<file path="src/rtl/pixel_word_packer.sv">
// Pixel word packer: gathers PIX_PER_WORD pixels from a valid/ready stream into
// one wide word, then hands that word to the input-memory write controller at
// sequential frame addresses. Only one word is buffered at a time. A sticky
// error flag records any write that the controller never acknowledged.
// DATA_SIZE must equal PIX_WIDTH*PIX_PER_WORD for the packing to line up.
module pixel_word_packer #(
  parameter int ADD_SIZE     = 12,
  parameter int DATA_SIZE    = 108,
  parameter int PIX_WIDTH    = 12,
  parameter int PIX_PER_WORD = 9,
  parameter int BASE_ADDR    = 0,
  parameter int LAST_ADDR    = 4095,
  parameter int TIMEOUT      = 15
) (
  input  logic                 clk,
  input  logic                 rst,
  input  logic                 pix_valid_i,
  input  logic [PIX_WIDTH-1:0] pix_data_i,
  output logic                 pix_ready_o,
  input  logic                 frame_start_i,
  output logic                 wc_in_valid_o,
  output logic                 wc_write_en_o,
  output logic [ADD_SIZE-1:0]  wc_address_o,
  output logic [DATA_SIZE-1:0] wc_data_o,
  input  logic                 wc_done_i,
  output logic                 frame_done_o,
  output logic                 err_o
);

  localparam int CW = (PIX_PER_WORD > 1) ? $clog2(PIX_PER_WORD) : 1;
  localparam int TW = (TIMEOUT > 1) ? $clog2(TIMEOUT + 1) : 1;
  localparam logic [CW-1:0]       LAST_PIX   = CW'(PIX_PER_WORD - 1);
  localparam logic [TW-1:0]       TIMER_LAST = TW'(TIMEOUT - 1);
  localparam logic [ADD_SIZE-1:0] BASE       = ADD_SIZE'(BASE_ADDR);
  localparam logic [ADD_SIZE-1:0] LAST       = ADD_SIZE'(LAST_ADDR);

  typedef enum logic {
    COLLECT = 1'b0,
    REQ     = 1'b1
  } state_t;

  state_t               state_q, state_d;
  logic [CW-1:0]        count_q, count_d;
  logic [ADD_SIZE-1:0]  addr_q, addr_d;
  logic [DATA_SIZE-1:0] data_q, data_d;
  logic [TW-1:0]        timer_q, timer_d;
  logic                 err_q, err_d;
  logic                 frame_done_q, frame_done_d;
  logic                 fs_pending_q, fs_pending_d;
  logic [CW-1:0]        idx;
  logic                 accept;

  // Output decode: strobes follow the state register directly, so an async
  // reset drops them in the same cycle; ready is also masked by reset itself.
  always_comb begin
    pix_ready_o   = (state_q == COLLECT) && !rst;
    wc_in_valid_o = (state_q == REQ);
    wc_write_en_o = (state_q == REQ);
    wc_address_o  = addr_q;
    wc_data_o     = data_q;
    frame_done_o  = frame_done_q;
    err_o         = err_q;
    accept        = pix_valid_i && pix_ready_o;
  end

  // Next-state logic: pack pixels while collecting, then hold the word in REQ
  // until the controller acknowledges it or the timeout gives up on it.
  always_comb begin
    state_d      = state_q;
    count_d      = count_q;
    addr_d       = addr_q;
    data_d       = data_q;
    timer_d      = timer_q;
    err_d        = err_q;
    frame_done_d = 1'b0;
    fs_pending_d = fs_pending_q;
    idx          = count_q;

    case (state_q)
      COLLECT: begin
        timer_d = '0;
        if (frame_start_i) begin
          idx          = '0;
          count_d      = '0;
          addr_d       = BASE;
          fs_pending_d = 1'b0;
        end
        if (accept) begin
          data_d[int'(idx)*PIX_WIDTH +: PIX_WIDTH] = pix_data_i;
          if (idx == LAST_PIX) begin
            count_d = '0;
            state_d = REQ;
          end else begin
            count_d = idx + CW'(1);
          end
        end
      end

      REQ: begin
        if (frame_start_i) begin
          fs_pending_d = 1'b1;
        end
        if (wc_done_i) begin
          state_d      = COLLECT;
          timer_d      = '0;
          frame_done_d = (addr_q == LAST);
          fs_pending_d = 1'b0;
          if (fs_pending_q || frame_start_i || (addr_q == LAST)) begin
            addr_d = BASE;
          end else begin
            addr_d = addr_q + ADD_SIZE'(1);
          end
        end else if (timer_q == TIMER_LAST) begin
          state_d      = COLLECT;
          timer_d      = '0;
          err_d        = 1'b1;
          fs_pending_d = 1'b0;
          if (fs_pending_q || frame_start_i) begin
            addr_d = BASE;
          end
        end else begin
          timer_d = timer_q + TW'(1);
        end
      end

      default: begin
        state_d = COLLECT;
      end
    endcase
  end

  // State register with asynchronous active-high reset back to an empty word
  // at the start of the frame.
  always_ff @(posedge clk or posedge rst) begin
    if (rst) begin
      state_q      <= COLLECT;
      count_q      <= '0;
      addr_q       <= BASE;
      data_q       <= '0;
      timer_q      <= '0;
      err_q        <= 1'b0;
      frame_done_q <= 1'b0;
      fs_pending_q <= 1'b0;
    end else begin
      state_q      <= state_d;
      count_q      <= count_d;
      addr_q       <= addr_d;
      data_q       <= data_d;
      timer_q      <= timer_d;
      err_q        <= err_d;
      frame_done_q <= frame_done_d;
      fs_pending_q <= fs_pending_d;
    end
  end

endmodule
</file>
<file path="config.mk">
export PLATFORM = sky130hd
export DESIGN_NAME = pixel_word_packer
export DESIGN_NICKNAME = d
export VERILOG_FILES = /design/src/rtl/pixel_word_packer.sv
export SDC_FILE = /design/constraint.sdc
export NUM_CORES = 1
export LEC_CHECK = 0
export CORE_ASPECT_RATIO = 0.9
export CORE_MARGIN = 1.5
export CORE_UTILIZATION = 55
export DETAILED_ROUTE_END_ITERATION = 12
export DONT_BUFFER_PORTS = 1
export PLACE_DENSITY = 0.79
export SLEW_MARGIN = 20
export SYNTH_ARGS = -nofsm -noshare
export SYNTH_HDL_FRONTEND = slang
export SYNTH_SLANG_ARGS = --single-unit
</file>
<file path="constraint.sdc">
create_clock -name clk -period 4.67 [get_ports clk]
set_input_delay 0.7005 -clock clk [delete_from_list [all_inputs] [get_ports clk]]
set_output_delay 0.7005 -clock clk [all_outputs]
set_load 0.005 [all_outputs]
</file>
======== Word-level counts from Yosys, hierarchy flattened ========
Index checks and enable logic that the tools add are counted.
storage, ports and cells
  register bits ........................... 132
  bits of input ports ..................... 17
  output and inout port bits .............. 125
  word-level logic and storage cells ...... 59
operators by class
  add/sub/neg operators ................... 4
  $mul .................................... 1
  equal/unequal tests ..................... 7
  shifts and indexed selects .............. 2
  muxes and demuxes ....................... 26
  bitwise operators ....................... 2
  reduce and logical (&&, ||, !) cells .... 9
operators with widths
  kind                                                     number
  bitwise mux 108 bit                                      1
  variable shift 12 x 33 -> 108 bit, first input constant  1
  variable part select 12 x 33 -> 108 bit                  1
  two-way mux 12 bit                                       5
  negator 8 -> 33 bit                                      1
  two-way mux 4 bit                                        6
  case mux 12 bit (2 select lines)                         1
  adder 12 x 1 -> 12 bit, second input constant            1
  equality test 12 bit, second input constant              1
  two-way mux 1 bit                                        10
  adder 4 x 1 -> 4 bit, second input constant              2
  equality test 4 bit, second input constant               2
  case mux 4 bit (2 select lines)                          1
  multiplier 4 x 2 -> 6 bit, second input constant         1
  inequality test 3 x 2 -> 1 bit, second input constant    2
  AND reduction 3 bit                                      2
  inequality test 4 x 3 -> 1 bit, second input constant    1
  case mux 1 bit (2 select lines)                          2
  AND reduction 2 bit                                      2
  logical AND 1 bit                                        2
  logical OR 1 bit                                         2
  inequality test 2 bit, second input constant             1
  inverter 1 bit                                           2
  logical NOT 1 bit                                        1

======== Depth between registers and ports, before layout ========
  depth after elaboration ................. 6
  mapped depth ............................ 17
  depth with buffers taken out ............ 14

======== Worst setup path after synthesis ========
No wires, ideal clock.
  path kind ............................... input port to flip-flop
  from .................................... in frame_start_i
  to ...................................... reg data_q[44] (netlist: wc_data_o[44])
  setup time .............................. 0.125 ns
  arrival time ............................ 4.446 ns
  required time ........................... 4.545 ns
  setup slack ............................. 0.099 ns
  stages on the path ...................... 16
  path buffers ............................ 3
  cell sequence ........................... buf_2 nand2b_1 inv_1 clkbuf_1 ha_1 inv_1 fa_1 xnor2_2 nand3_1 a21oi_1 ha_1 buf_1 and3_1 nand2_1 a2111oi_4 mux2_2
on the way
  word-level cells in the longest chain between the ends .. 6
  elaborated cells between the ends (all ways) .. 7
  classes of those cells .................. 1 x add/sub; 1 x mul; 2 x shift; 3 x mux
RTL lines
  item                                                                                          line  source
  start, declared                                                                               20    input logic frame_start_i,
  two-way mux 4 bit *                                                                           -
  two-way mux 4 bit *                                                                           79    case (state_q)
  multiplier 4 x 2 -> 6 bit *                                                                   89    data_d[int'(idx)*PIX_WIDTH +: PIX_WIDTH] = pix_data_i;
  negator 8 -> 33 bit *                                                                         89
  variable part select 12 x 33 -> 108 bit or variable shift 12 x 33 -> 108 bit (tied branches)  89
  bitwise mux 108 bit *                                                                         89
  end signal, assigned                                                                          148   data_q <= data_d;
  end, declared                                                                                 45    logic [DATA_SIZE-1:0] data_q, data_d;
Mark *: on every way between the ends. The rest lies on a longest branch, timed or not. The select of a mux whose other input is x is not followed.
A chain may end at the register's enable or synchronous reset.

======== Final worst setup path ========
  from .................................... reg count_q[1]
  to ...................................... reg data_q[44] (netlist: wc_data_o[44])
on the way
  word-level cells in the longest chain between the ends .. 6
  elaborated cells between the ends (all ways) .. 7
  classes of those cells .................. 1 x add/sub; 1 x mul; 2 x shift; 3 x mux
RTL lines
  item                                                                                          line  source
  start, declared                                                                               43    logic [CW-1:0] count_q, count_d;
  start signal, assigned                                                                        146   count_q <= count_d;
  two-way mux 4 bit *                                                                           -
  two-way mux 4 bit *                                                                           79
  multiplier 4 x 2 -> 6 bit *                                                                   89
  negator 8 -> 33 bit *                                                                         89
  variable part select 12 x 33 -> 108 bit or variable shift 12 x 33 -> 108 bit (tied branches)  89
  bitwise mux 108 bit *                                                                         89
Marked as above.

==> run summary <==
post-layout min period: 3983 ps
outcome: complete, no violations
Initial Utilization: 57.16%
clock share of power: 48.6%
CTS Buf Count: 17
CTS max path bufs: 2
final setup margin: 686.9 ps
internal power: 2.220 mW
Setup Buffers After CTS: 0
Hold WC Path Type: primary input to asynchronous set/reset pin
Setup CP Type: register to register
first-pass GRT wire length: 29.12 mm
Hold Buf Count CTS: 0
Post-synth top flop: dfrtp_1
reg-to-reg setup timing slack: 690 ps
Final period util: 85.29%
Routed WL per cell: 23.24 um
Avg Inst Size Synth: 11.03 um^2
CTS sink count: 132
synthesized flop and latch total: 132
Sequential Power Share: 41.7%
Synth area leaders: dfrtp_1 47%, mux2_2 16%, nand2_1 3.2%
Post-synth EDFFs: 0
pre-CTS setup slack: 382.9 ps
antenna viol nets, final: 0
vias in the first global route: 5391
final net count: 666
FFs w/ async S/R, synth: 100.0%
nature of the critical path endpoint: register
Worst slew margin: 43.42%
Synth area leader: dfrtp_1
fillcell total: 941
GPL Wtd Cong: 1.011
Syn Nets: 660
Clock Latency Late Sink: 430 ps
largest net degree at the start of global routing: 92
GRT overflow: 0
drt first pass iters: 5
unrepaired setup endpoints after global routing: false
pwr/cell area: 380.0 nW/um^2
Die W: 121.8 um
# Max-Cap Violations: 0
RR Startpoint: count_q[1]
Max Slew Vio Count: 0
Multi-input gate area: 3522 um^2
I/O pins: 142
via count: 5491
via density per instance: 6.762
Final Setup Violations: 0
Leakage: 3.502 nW
P_sw: 0.7449 mW
Worst R2R End: wc_data_o[44]
Final Hold Vio Count: 0
register area: 3303 um^2
Iter 0 DRT Violations: 466
CP startpoint kind: register
sequential share of the synthesized area: 47.29%
HPWL after DPL: 13.77 mm
peak supply drop: 0.3206 mV
Synth top area share: 47.29%
Area Growth Syn to Fin: 11.72%
Arrival @ worst endpoint: 4290 ps
total global-route track usage: 28.99%
CTS tree: done
worst setup skew after layout: 10.42 ps
n_diodes: 0
FMAX: 251.1 MHz
worst slew pin tran: 842.3 ps
post-synth cell types: 71
Design Area, Final: 7802 um^2
Worst-path clk slew: 60 ps
Mapped Cells: 633
PostCTS Resize Cnt: 0
DRC viols: 0
setup TNS: 0 ps
number of port buffers: 0
Critical Path RT: 4970 ps
Logic pwr share: 9.8%
WL final: 18.87 mm
H-tree levels: 4
area of the mapped netlist: 6984 um^2
initial antenna violation count: 0
core area: 12220 um^2
CTS Root Cell: clkbuf_16
switching part of the total: 25.12%
share of layout cells above drive strength 1: 27.45%
worst-path fanout max: 8
number of core rows: 38
Synth warnings: 0
Die Ht: 109.9 um
Area after DPL: 7156 um^2
Die ar.: 13380 um^2
Worst R2R Path Depth: 13
[stage by stage]
step           utilization (%)  total power, mW  std cells  hold WS (ps)
2_1_floorplan                -            1.450        633         453.6
3_3_place_gp             58.56            1.523        780         469.0
3_5_place_dp             58.56            1.534        780         487.5
4_1_cts                  63.83            2.979        812         404.2
5_1_grt                  63.85            3.058        812         353.3
6_report                 63.85            2.965        812         286.5
[layer usage]
layer | GRT usage (%) | wire length (um) | up-vias
met2 | 45.51 | 8930 | 315
met5 | 0 | 0 | -
met1 | 35.59 | 7307 | 2771
met3 | 11.51 | 2185 | 48
met4 | 12.52 | 444 | 0
li1 | - | - | 2357
[flip-flops by register name, summed over array words and instances (netlist names)]
signal         flops
timer_q            4
fs_pending_q       1
wc_in_valid_o      1
frame_done_o       1
wc_address_o      12
count_q            4
err_o              1
wc_data_o        108
[cells in the mapped netlist (3+ instances only)]
master     count
a2111oi_4      4
a211oi_2       3
a21oi_1       16
a22o_1         6
a31oi_1        6
a32oi_1       12
and2_1         4
and3_1         7
buf_1          3
buf_2          4
clkbuf_1      13
dfrtp_1      132
ha_1           9
inv_1         12
mux2_2        98
mux2i_1        9
nand2_1       59
nand2b_1      14
nand3_1       19
nand4_1       10
nor2_1        49
nor2b_1        4
nor3_1        17
nor3_2         4
nor4_1         4
o2111ai_1      3
o21a_1         3
o21ai_0       32
o21ai_1        3
o21ai_2        5
o22ai_1        4
o2bb2ai_1      8
o41ai_1        3
xnor2_1        3
xor2_1         3
[cells by family (layout without fill, tap and decap cells)]
kind of cell	count (synthesis)	in the layout	share of synthesized area (%)
adders and majority gates	10	10	1.899
buffers and inverters	37	56	2.275
and+or+nand+nor	204	204	14.55
DFF	132	132	47.29
AOI/OAI and AO/OA	134	134	15.59
muxes	109	109	17.41
xor gates and xnor gates	7	7	0.9855
[placed cells by master, fill, tap and decap left out, drive strengths merged, types with 3 or more instances in the layout]
cell / n
nand4: 11
ha: 9
and3: 7
a22o: 6
mux2: 100
o211ai: 4
or3: 3
o21ai: 40
mux2i: 9
o41ai: 3
inv: 15
nor2b: 4
dfrtp: 132
clkinv: 3
a32oi: 13
a211oi: 4
o2bb2ai: 8
xor2: 3
clkinvlp: 3
o22ai: 4
clkbuf: 21
nor3: 21
o2111ai: 3
bufinv: 4
a2111oi: 5
nor4: 5
nand2b: 15
and2: 4
a21oi: 17
nand2: 60
buf: 10
o21a: 3
nor2: 52
nand3: 19
a31oi: 8
xnor2: 4
[cell type report]
type	instances	area share [%]
multi-input cells	464	45.14
flip-flops and latches	132	42.33
clock buffers	21	6.030
well taps	160	2.566
clock inverters	11	2.229
repair buffers	10	0.9622
inverters	14	0.7377
[power by group through the flow]
| stage | clock network [mW] | logic, mW | registers, mW |
|---|---|---|---|
| detailed placement | 0 | 0.282 | 1.25 |
| CTS | 1.46 | 0.285 | 1.23 |
| floorplan | 0 | 0.217 | 1.23 |
| finish | 1.44 | 0.289 | 1.24 |
| global placement | 0 | 0.273 | 1.25 |
| global route | 1.51 | 0.313 | 1.24 |
[critical path: stages, from the launching register on]
cell and delay, ps:
dfrtp_1 360, nand2b_1 150, inv_1 110, ha_1 240, inv_1 70, fa_1 560
nor2b_1 270, nand3_1 190, a21oi_1 180, ha_1 300, and3_1 310, nand2_1 230
a2111oi_4 470, mux2_2 400
[how the worst max path moves through the flow]
| stage | from | to | slack, ps |
|---|---|---|---|
| 2_1_floorplan | frame_start_i | wc_data_o[44] | 100 |
| 3_3_place_gp | frame_start_i | wc_data_o[2] | 540 |
| 3_5_place_dp | frame_start_i | wc_data_o[45] | 380 |
| 4_1_cts | count_q[1] | wc_data_o[45] | 760 |
| 5_1_grt | count_q[1] | wc_data_o[44] | 430 |
| 6_report | count_q[1] | wc_data_o[44] | 690 |
No activity file was read; power rests on OpenSTA's default activity.
